===== src/rtl/rst_seq_pkg.sv =====
// rst_seq_pkg: shared types for the reset sequencer.
//   state_t : sequencer FSM states
//   cause_t : encoding reported on rst_cause
//   max_int : elaboration helper for counter sizing
package rst_seq_pkg;

   typedef enum logic [1:0] {
      HOLD    = 2'b00,
      RELEASE = 2'b01,
      RUN     = 2'b10
   } state_t;

   typedef enum logic [1:0] {
      CAUSE_POR = 2'b00,
      CAUSE_SW  = 2'b01,
      CAUSE_WDT = 2'b10
   } cause_t;

   function automatic int max_int(input int a, input int b);
      return (a > b) ? a : b;
   endfunction

endpackage


===== src/rtl/rst_seq_wdt.sv =====
// rst_seq_wdt: watchdog counter for the reset sequencer.
// Only instantiated when RST_SEQ_WDT_EN is defined.
// Ports:
//   clk     in   system clock
//   rst_n   in   asynchronous active-low reset
//   active  in   count enable (sequencer in RUN and watchdog enabled)
//   kick    in   clears the count; a kick in the expiry cycle wins
//   expire  out  single-cycle pulse when the count reaches WDT_TIMEOUT-1 unkicked
import rst_seq_pkg::*;

module rst_seq_wdt #(
   parameter int WDT_TIMEOUT = 50000
) (
   input  logic clk,
   input  logic rst_n,
   input  logic active,
   input  logic kick,
   output logic expire
);

   localparam int WDT_W = $clog2(WDT_TIMEOUT + 1);
   localparam logic [WDT_W-1:0] WDT_LAST = WDT_W'(WDT_TIMEOUT - 1);

   logic [WDT_W-1:0] wdt_cnt_q;
   logic [WDT_W-1:0] wdt_cnt_d;

   always_comb begin
      expire    = active && !kick && (wdt_cnt_q == WDT_LAST);
      wdt_cnt_d = wdt_cnt_q + WDT_W'(1);
      // Expiry restarts the count too; the sequencer leaves RUN on that edge
      // anyway, so the counter is held at zero until RUN is reached again.
      if (!active || kick || expire) begin
         wdt_cnt_d = '0;
      end
   end

   always_ff @(posedge clk or negedge rst_n) begin
      if (!rst_n) begin
         wdt_cnt_q <= '0;
      end else begin
         wdt_cnt_q <= wdt_cnt_d;
      end
   end

endmodule


===== src/rtl/rst_seq.sv =====
// rst_seq: reset generator and sequencer.
// Stretches every reset (POR, software request, watchdog expiry) to HOLD_CYC
// cycles, then releases the NUM_STAGES subsystem resets in order, GAP_CYC
// cycles apart. All outputs come straight from flops so the reset nets are
// glitch-free.
// Optional watchdog: define RST_SEQ_WDT_EN to build it. Without it the
// wdt_en / wdt_kick ports are ignored and rst_cause never reports WDT.
// Ports:
//   clk           in   system clock, posedge
//   rst_n         in   global reset, async assert, active-low
//   sw_rst_req    in   single-cycle software reset request
//   wdt_en        in   watchdog enable (level)
//   wdt_kick      in   watchdog kick pulse
//   stage_rst_n   out  sequenced active-low resets, bit 0 released first
//   all_released  out  high once every stage is released
//   rst_cause     out  cause of last reset: 00 POR, 01 SW, 10 WDT
//
// state   | meaning
// HOLD    | all stages in reset, counting the minimum assertion width
// RELEASE | stage 0 released, releasing the rest one per GAP_CYC cycles
// RUN     | all stages released, watchdog may run
import rst_seq_pkg::*;

module rst_seq #(
   parameter int NUM_STAGES  = 3,
   parameter int HOLD_CYC    = 16,
   parameter int GAP_CYC     = 4,
   parameter int WDT_TIMEOUT = 50000
) (
   input  logic                  clk,
   input  logic                  rst_n,
   input  logic                  sw_rst_req,
   input  logic                  wdt_en,
   input  logic                  wdt_kick,
   output logic [NUM_STAGES-1:0] stage_rst_n,
   output logic                  all_released,
   output logic [1:0]            rst_cause
);

   localparam int CNT_W = $clog2(max_int(HOLD_CYC, GAP_CYC) + 1);
   localparam logic [CNT_W-1:0] HOLD_LAST = CNT_W'(HOLD_CYC - 1);
   localparam logic [CNT_W-1:0] GAP_LAST  = CNT_W'(GAP_CYC - 1);

   state_t                state_q, state_d;
   logic [CNT_W-1:0]      cnt_q, cnt_d;
   logic [NUM_STAGES-1:0] stage_rst_n_q, stage_rst_n_d;
   logic [NUM_STAGES-1:0] stage_shift;
   logic                  all_released_q, all_released_d;
   cause_t                rst_cause_q, rst_cause_d;
   logic                  wdt_expire;

`ifdef RST_SEQ_WDT_EN
   rst_seq_wdt #(
      .WDT_TIMEOUT (WDT_TIMEOUT)
   ) u_wdt (
      .clk    (clk),
      .rst_n  (rst_n),
      .active ((state_q == RUN) && wdt_en),
      .kick   (wdt_kick),
      .expire (wdt_expire)
   );
`else
   localparam int unused_wdt_timeout = WDT_TIMEOUT;
   logic unused_wdt;
   assign unused_wdt = wdt_en ^ wdt_kick;
   assign wdt_expire = 1'b0;
`endif

   always_comb begin
      state_d        = state_q;
      cnt_d          = cnt_q;
      stage_rst_n_d  = stage_rst_n_q;
      all_released_d = all_released_q;
      rst_cause_d    = rst_cause_q;

      // Stages fill from bit 0 upward, so shifting in a 1 is always "release
      // the next stage" and can never release out of order.
      stage_shift = (stage_rst_n_q << 1) | NUM_STAGES'(1);

      if (sw_rst_req || wdt_expire) begin
         state_d        = HOLD;
         cnt_d          = '0;
         stage_rst_n_d  = '0;
         all_released_d = 1'b0;
         rst_cause_d    = sw_rst_req ? CAUSE_SW : CAUSE_WDT;
      end else begin
         case (state_q)
            HOLD, RELEASE: begin
               if (cnt_q == ((state_q == HOLD) ? HOLD_LAST : GAP_LAST)) begin
                  cnt_d         = '0;
                  stage_rst_n_d = stage_shift;
                  if (&stage_shift) begin
                     state_d        = RUN;
                     all_released_d = 1'b1;
                  end else begin
                     state_d = RELEASE;
                  end
               end else begin
                  cnt_d = cnt_q + CNT_W'(1);
               end
            end
            RUN: begin
            end
            default: begin
               // Unreachable encoding: restart the full sequence.
               state_d        = HOLD;
               cnt_d          = '0;
               stage_rst_n_d  = '0;
               all_released_d = 1'b0;
            end
         endcase
      end
   end

   always_ff @(posedge clk or negedge rst_n) begin
      if (!rst_n) begin
         state_q        <= HOLD;
         cnt_q          <= '0;
         stage_rst_n_q  <= '0;
         all_released_q <= 1'b0;
         rst_cause_q    <= CAUSE_POR;
      end else begin
         state_q        <= state_d;
         cnt_q          <= cnt_d;
         stage_rst_n_q  <= stage_rst_n_d;
         all_released_q <= all_released_d;
         rst_cause_q    <= rst_cause_d;
      end
   end

   assign stage_rst_n  = stage_rst_n_q;
   assign all_released = all_released_q;
   assign rst_cause    = rst_cause_q;

endmodule

===== config.mk =====
export PLATFORM = sky130hd
export DESIGN_NAME = rst_seq
export DESIGN_NICKNAME = d
export VERILOG_FILES = /design/src/rtl/rst_seq_pkg.sv /design/src/rtl/rst_seq_wdt.sv /design/src/rtl/rst_seq.sv
export SDC_FILE = /design/constraint.sdc
export NUM_CORES = 1
export LEC_CHECK = 0
export ABC_AREA = 1
export BUFFER_PORTS_ARGS = -buffer_cell sky130_fd_sc_hd__buf_2
export CAP_MARGIN = 20
export CORE_MARGIN = 2
export CORE_UTILIZATION = 29
export CTS_BUF_LIST = sky130_fd_sc_hd__clkbuf_4
export CTS_CLUSTER_SIZE = 16
export DETAILED_ROUTE_END_ITERATION = 8
export PLACE_DENSITY = 0.48
export SLEW_MARGIN = 20
export SYNTH_ARGS = -nofsm -noshare
export SYNTH_HDL_FRONTEND = slang
export SYNTH_SLANG_ARGS = --single-unit

===== constraint.sdc =====
create_clock -name clk -period 1.9 [get_ports clk]
set_input_delay 0.285 -clock clk [delete_from_list [all_inputs] [get_ports clk]]
set_output_delay 0.285 -clock clk [all_outputs]
set_load 0.01 [all_outputs]

==> impl_metrics.json <==
{
  "cts_buffer_depth": 2,
  "p_total_uw": 855,
  "grt_pass1_wl_mm": 1.80,
  "post-dp-hpwl_microns": 808,
  "clock.fmax_ghz": 0.758,
  "syn_inst": 68,
  "antenna_left": 0,
  "r2r_cells": 6,
  "routed_wl_mm": 1.08,
  "die-width_microns": 49.2,
  "r2r-end": "stage_rst_n[0]",
  "powerDensity_nw_per_um2": 1240,
  "layout_common_cells": "19 x nand2_1, 12 x dfrtp_1, 8 x nor2_1",
  "clk_pin_slew_ns": 0.07,
  "first_global_vias": 423,
  "portBuffers": 7,
  "gp_congestion": 0.726,
  "drc_errors": 0,
  "numClockSinks": 12,
  "io_pins": 11,
  "min_to": "rst_cause[0]",
  "ys_types": 21,
  "grt_usage": 0.103,
  "comb_power_share": 0.349,
  "cp_cell_sequence": "nor2_1 -> nand2_2 -> nand2_4 -> inv_4 -> nand2_1 -> nand2_1",
  "use_met2": 0.151,
  "min_period_ns": 1.32,
  "critPathKind": "reg2reg",
  "post-place-ws_ns": 0.575,
  "htree_levels": 1,
  "p_switching_uw": 338,
  "die_height_microns": 49.2,
  "ir_worst_vdd_mv": 0.482,
  "cts_inserted_buffers": 3,
  "fin_crit_sh": 0.694,
  "p_int_uw": 517,
  "initial_utilization": 0.305,
  "ys_seq_elements": 12,
  "viasPerCell": 4.06,
  "via_count": 430,
  "end_kind": "register",
  "ys_seq_area_frac": 0.507,
  "outcome": "finished clean",
  "rows": 16,
  "hold_class": "in2reg",
  "r2r_slack_ns": 0.58,
  "finalMaxSlewViolations": 0,
  "insertedDiodeCount": 0,
  "crit_path_max_incr_delay_ns": 0.45,
  "rsz0062_at_grt": "false",
  "clock-root-buffer": "clkbuf_4",
  "drt_iter0_markers": 6,
  "wl_per_cell_microns": 10.2,
  "start_kind": "register",
  "crit_slowest_cell": "dfrtp_1",
  "setup_viol": 0,
  "grtUsageMet1": 0.129,
  "cp_common_cell": "nand2_1",
  "grt_max_degree": 13,
  "finish.net_count": 86,
  "worstPathArrival_ns": 1.48,
  "global_route.usage.met3": 0.0307,
  "critPathRequiredTime_ns": 2.06,
  "maxCapViolCount": 0,
  "swShare": 0.395,
  "holdCritStartpoint": "sw_rst_req",
  "drive_above_1_share": 0.215,
  "overflow": 0,
  "cts_resized": 0,
  "grt_antenna_before_repair": 0,
  "dieArea_sq_um": 2420,
  "clk_latency_ns": 0.27,
  "seqPwrFrac": 0.464,
  "whs_ns": 0.250,
  "p_leak_uw": 0.000332,
  "hold_depth": 2,
  "clkPwrFrac": 0.187,
  "cts_tree": "built",
  "drtPass1Iterations": 2,
  "postSynthNetCount": 74,
  "final_common_cell": "nand2_1",
  "hold_viol_final": 0,
  "synth_area_sq_um": 592,
  "synth_warnings": 0,
  "syn_to_final_growth_pct": 16.5,
  "core_sq_um": 1940,
  "r2r-start": "state_q[1]",
  "grt_busiest_layer": "met2",
  "fin_skew_ns": 0.00704,
  "avgSynthCellArea_sq_um": 8.70,
  "worstPathMaxFanout": 8,
  "setup_ws_ns": 0.581,
  "setup-tns-final_ns": 0
}
-- cell usage after synthesis --
cell type | count | area [sq um]
inv_1 | 6 | 22.5
o21ai_0 | 1 | 5.00
or2_2 | 1 | 6.26
dfrtp_1 | 12 | 300
o21ai_1 | 3 | 15.0
nand2_2 | 1 | 6.26
nand3_1 | 4 | 20.0
nand3_4 | 1 | 17.5
nand3_2 | 1 | 10.0
buf_4 | 1 | 7.51
nand4_1 | 1 | 6.26
conb_1 | 1 | 3.75
inv_4 | 1 | 6.26
mux2i_1 | 1 | 10.0
xor2_1 | 2 | 17.5
xnor2_1 | 1 | 8.76
nand2_1 | 19 | 71.3
nand2_4 | 1 | 11.3
inv_2 | 1 | 3.75
ha_1 | 1 | 12.5
nor2_1 | 8 | 30.0
-- power by group through the flow --
stage                     logic (uW)  registers [uW]  clock network [uW]
final                            298             397                 160
after global routing             337             409                 182
after CTS                        305             397                 170
after detailed placement         302             402                   0
after global placement           300             399                   0
after floorplan                  205             408                   0
-- worst max-delay path by stage --
stage	from	end	slack [ns]	cells after the start
5_1_grt	state_q[1]	stage_rst_n[0]	0.47	6
2_1_floorplan	cnt_q[0]	stage_rst_n[0]	0.72	9
3_3_place_gp	state_q[1]	stage_rst_n[0]	0.58	6
6_report	state_q[1]	stage_rst_n[0]	0.58	6
3_5_place_dp	state_q[1]	stage_rst_n[0]	0.58	6
4_1_cts	state_q[1]	stage_rst_n[0]	0.57	6
-- area by class of cell --
cell class | instances | area, sq um
inverters | 8 | 32.5
clock buffers | 3 | 22.5
well taps | 27 | 33.8
fillers | 206 | 1250
clock inverters | 1 | 3.75
repair buffers | 8 | 45.0
flip-flops and latches | 12 | 300
multi-input cells | 47 | 251
-- stage by stage --
| step | instance area, sq um | instances | utilization |
|---|---|---|---|
| 2_1_floorplan | 592 | 68 | - |
| 3_3_place_gp | 653 | 101 | 0.336 |
| 3_5_place_dp | 653 | 101 | 0.336 |
| 4_1_cts | 689 | 106 | 0.355 |
| 5_1_grt | 689 | 106 | 0.355 |
| 6_report | 689 | 106 | 0.355 |
-- registers in the layout, indices dropped and copies added, names as in the netlist --
name	flops
all_released	1
cnt_q	5
rst_cause	1
stage_rst_n	3
state_q	2
-- worst max-delay path: cells and delay by family (launching register included) --
kind	cells	cell delay [ns]
DFF	1	0.45
and+or+nand+nor	5	0.70
buffers and inverters	1	0.06
-- kinds of logic after synthesis --
| logic type | count (synthesis) | share of synthesized area |
|---|---|---|
| AOI/OAI and AO/OA | 4 | 0.0338 |
| xor gates and xnor gates | 3 | 0.0444 |
| and+or+nand+nor | 37 | 0.302 |
| buffers and inverters | 9 | 0.0677 |
| DFF | 12 | 0.507 |
| muxes | 1 | 0.0169 |
| adders and majority gates | 1 | 0.0211 |
| other | 1 | 0.00634 |
-- repair_timing --
action / CTS / global route
buffers inserted: 0 / 0
hold buffers: 1 / 0
endpoints found under the hold margin: 12 / 0
-- metal layers --
| metal | up-vias | part of all wire |
|---|---|---|
| met2 | 4 | 0.45 |
| met1 | 191 | 0.51 |
| met3 | 2 | 0.028 |
| li1 | 233 | - |
| met4 | 0 | 0.013 |
| met5 | - | 0 |
(Power assumes the default switching activity.)
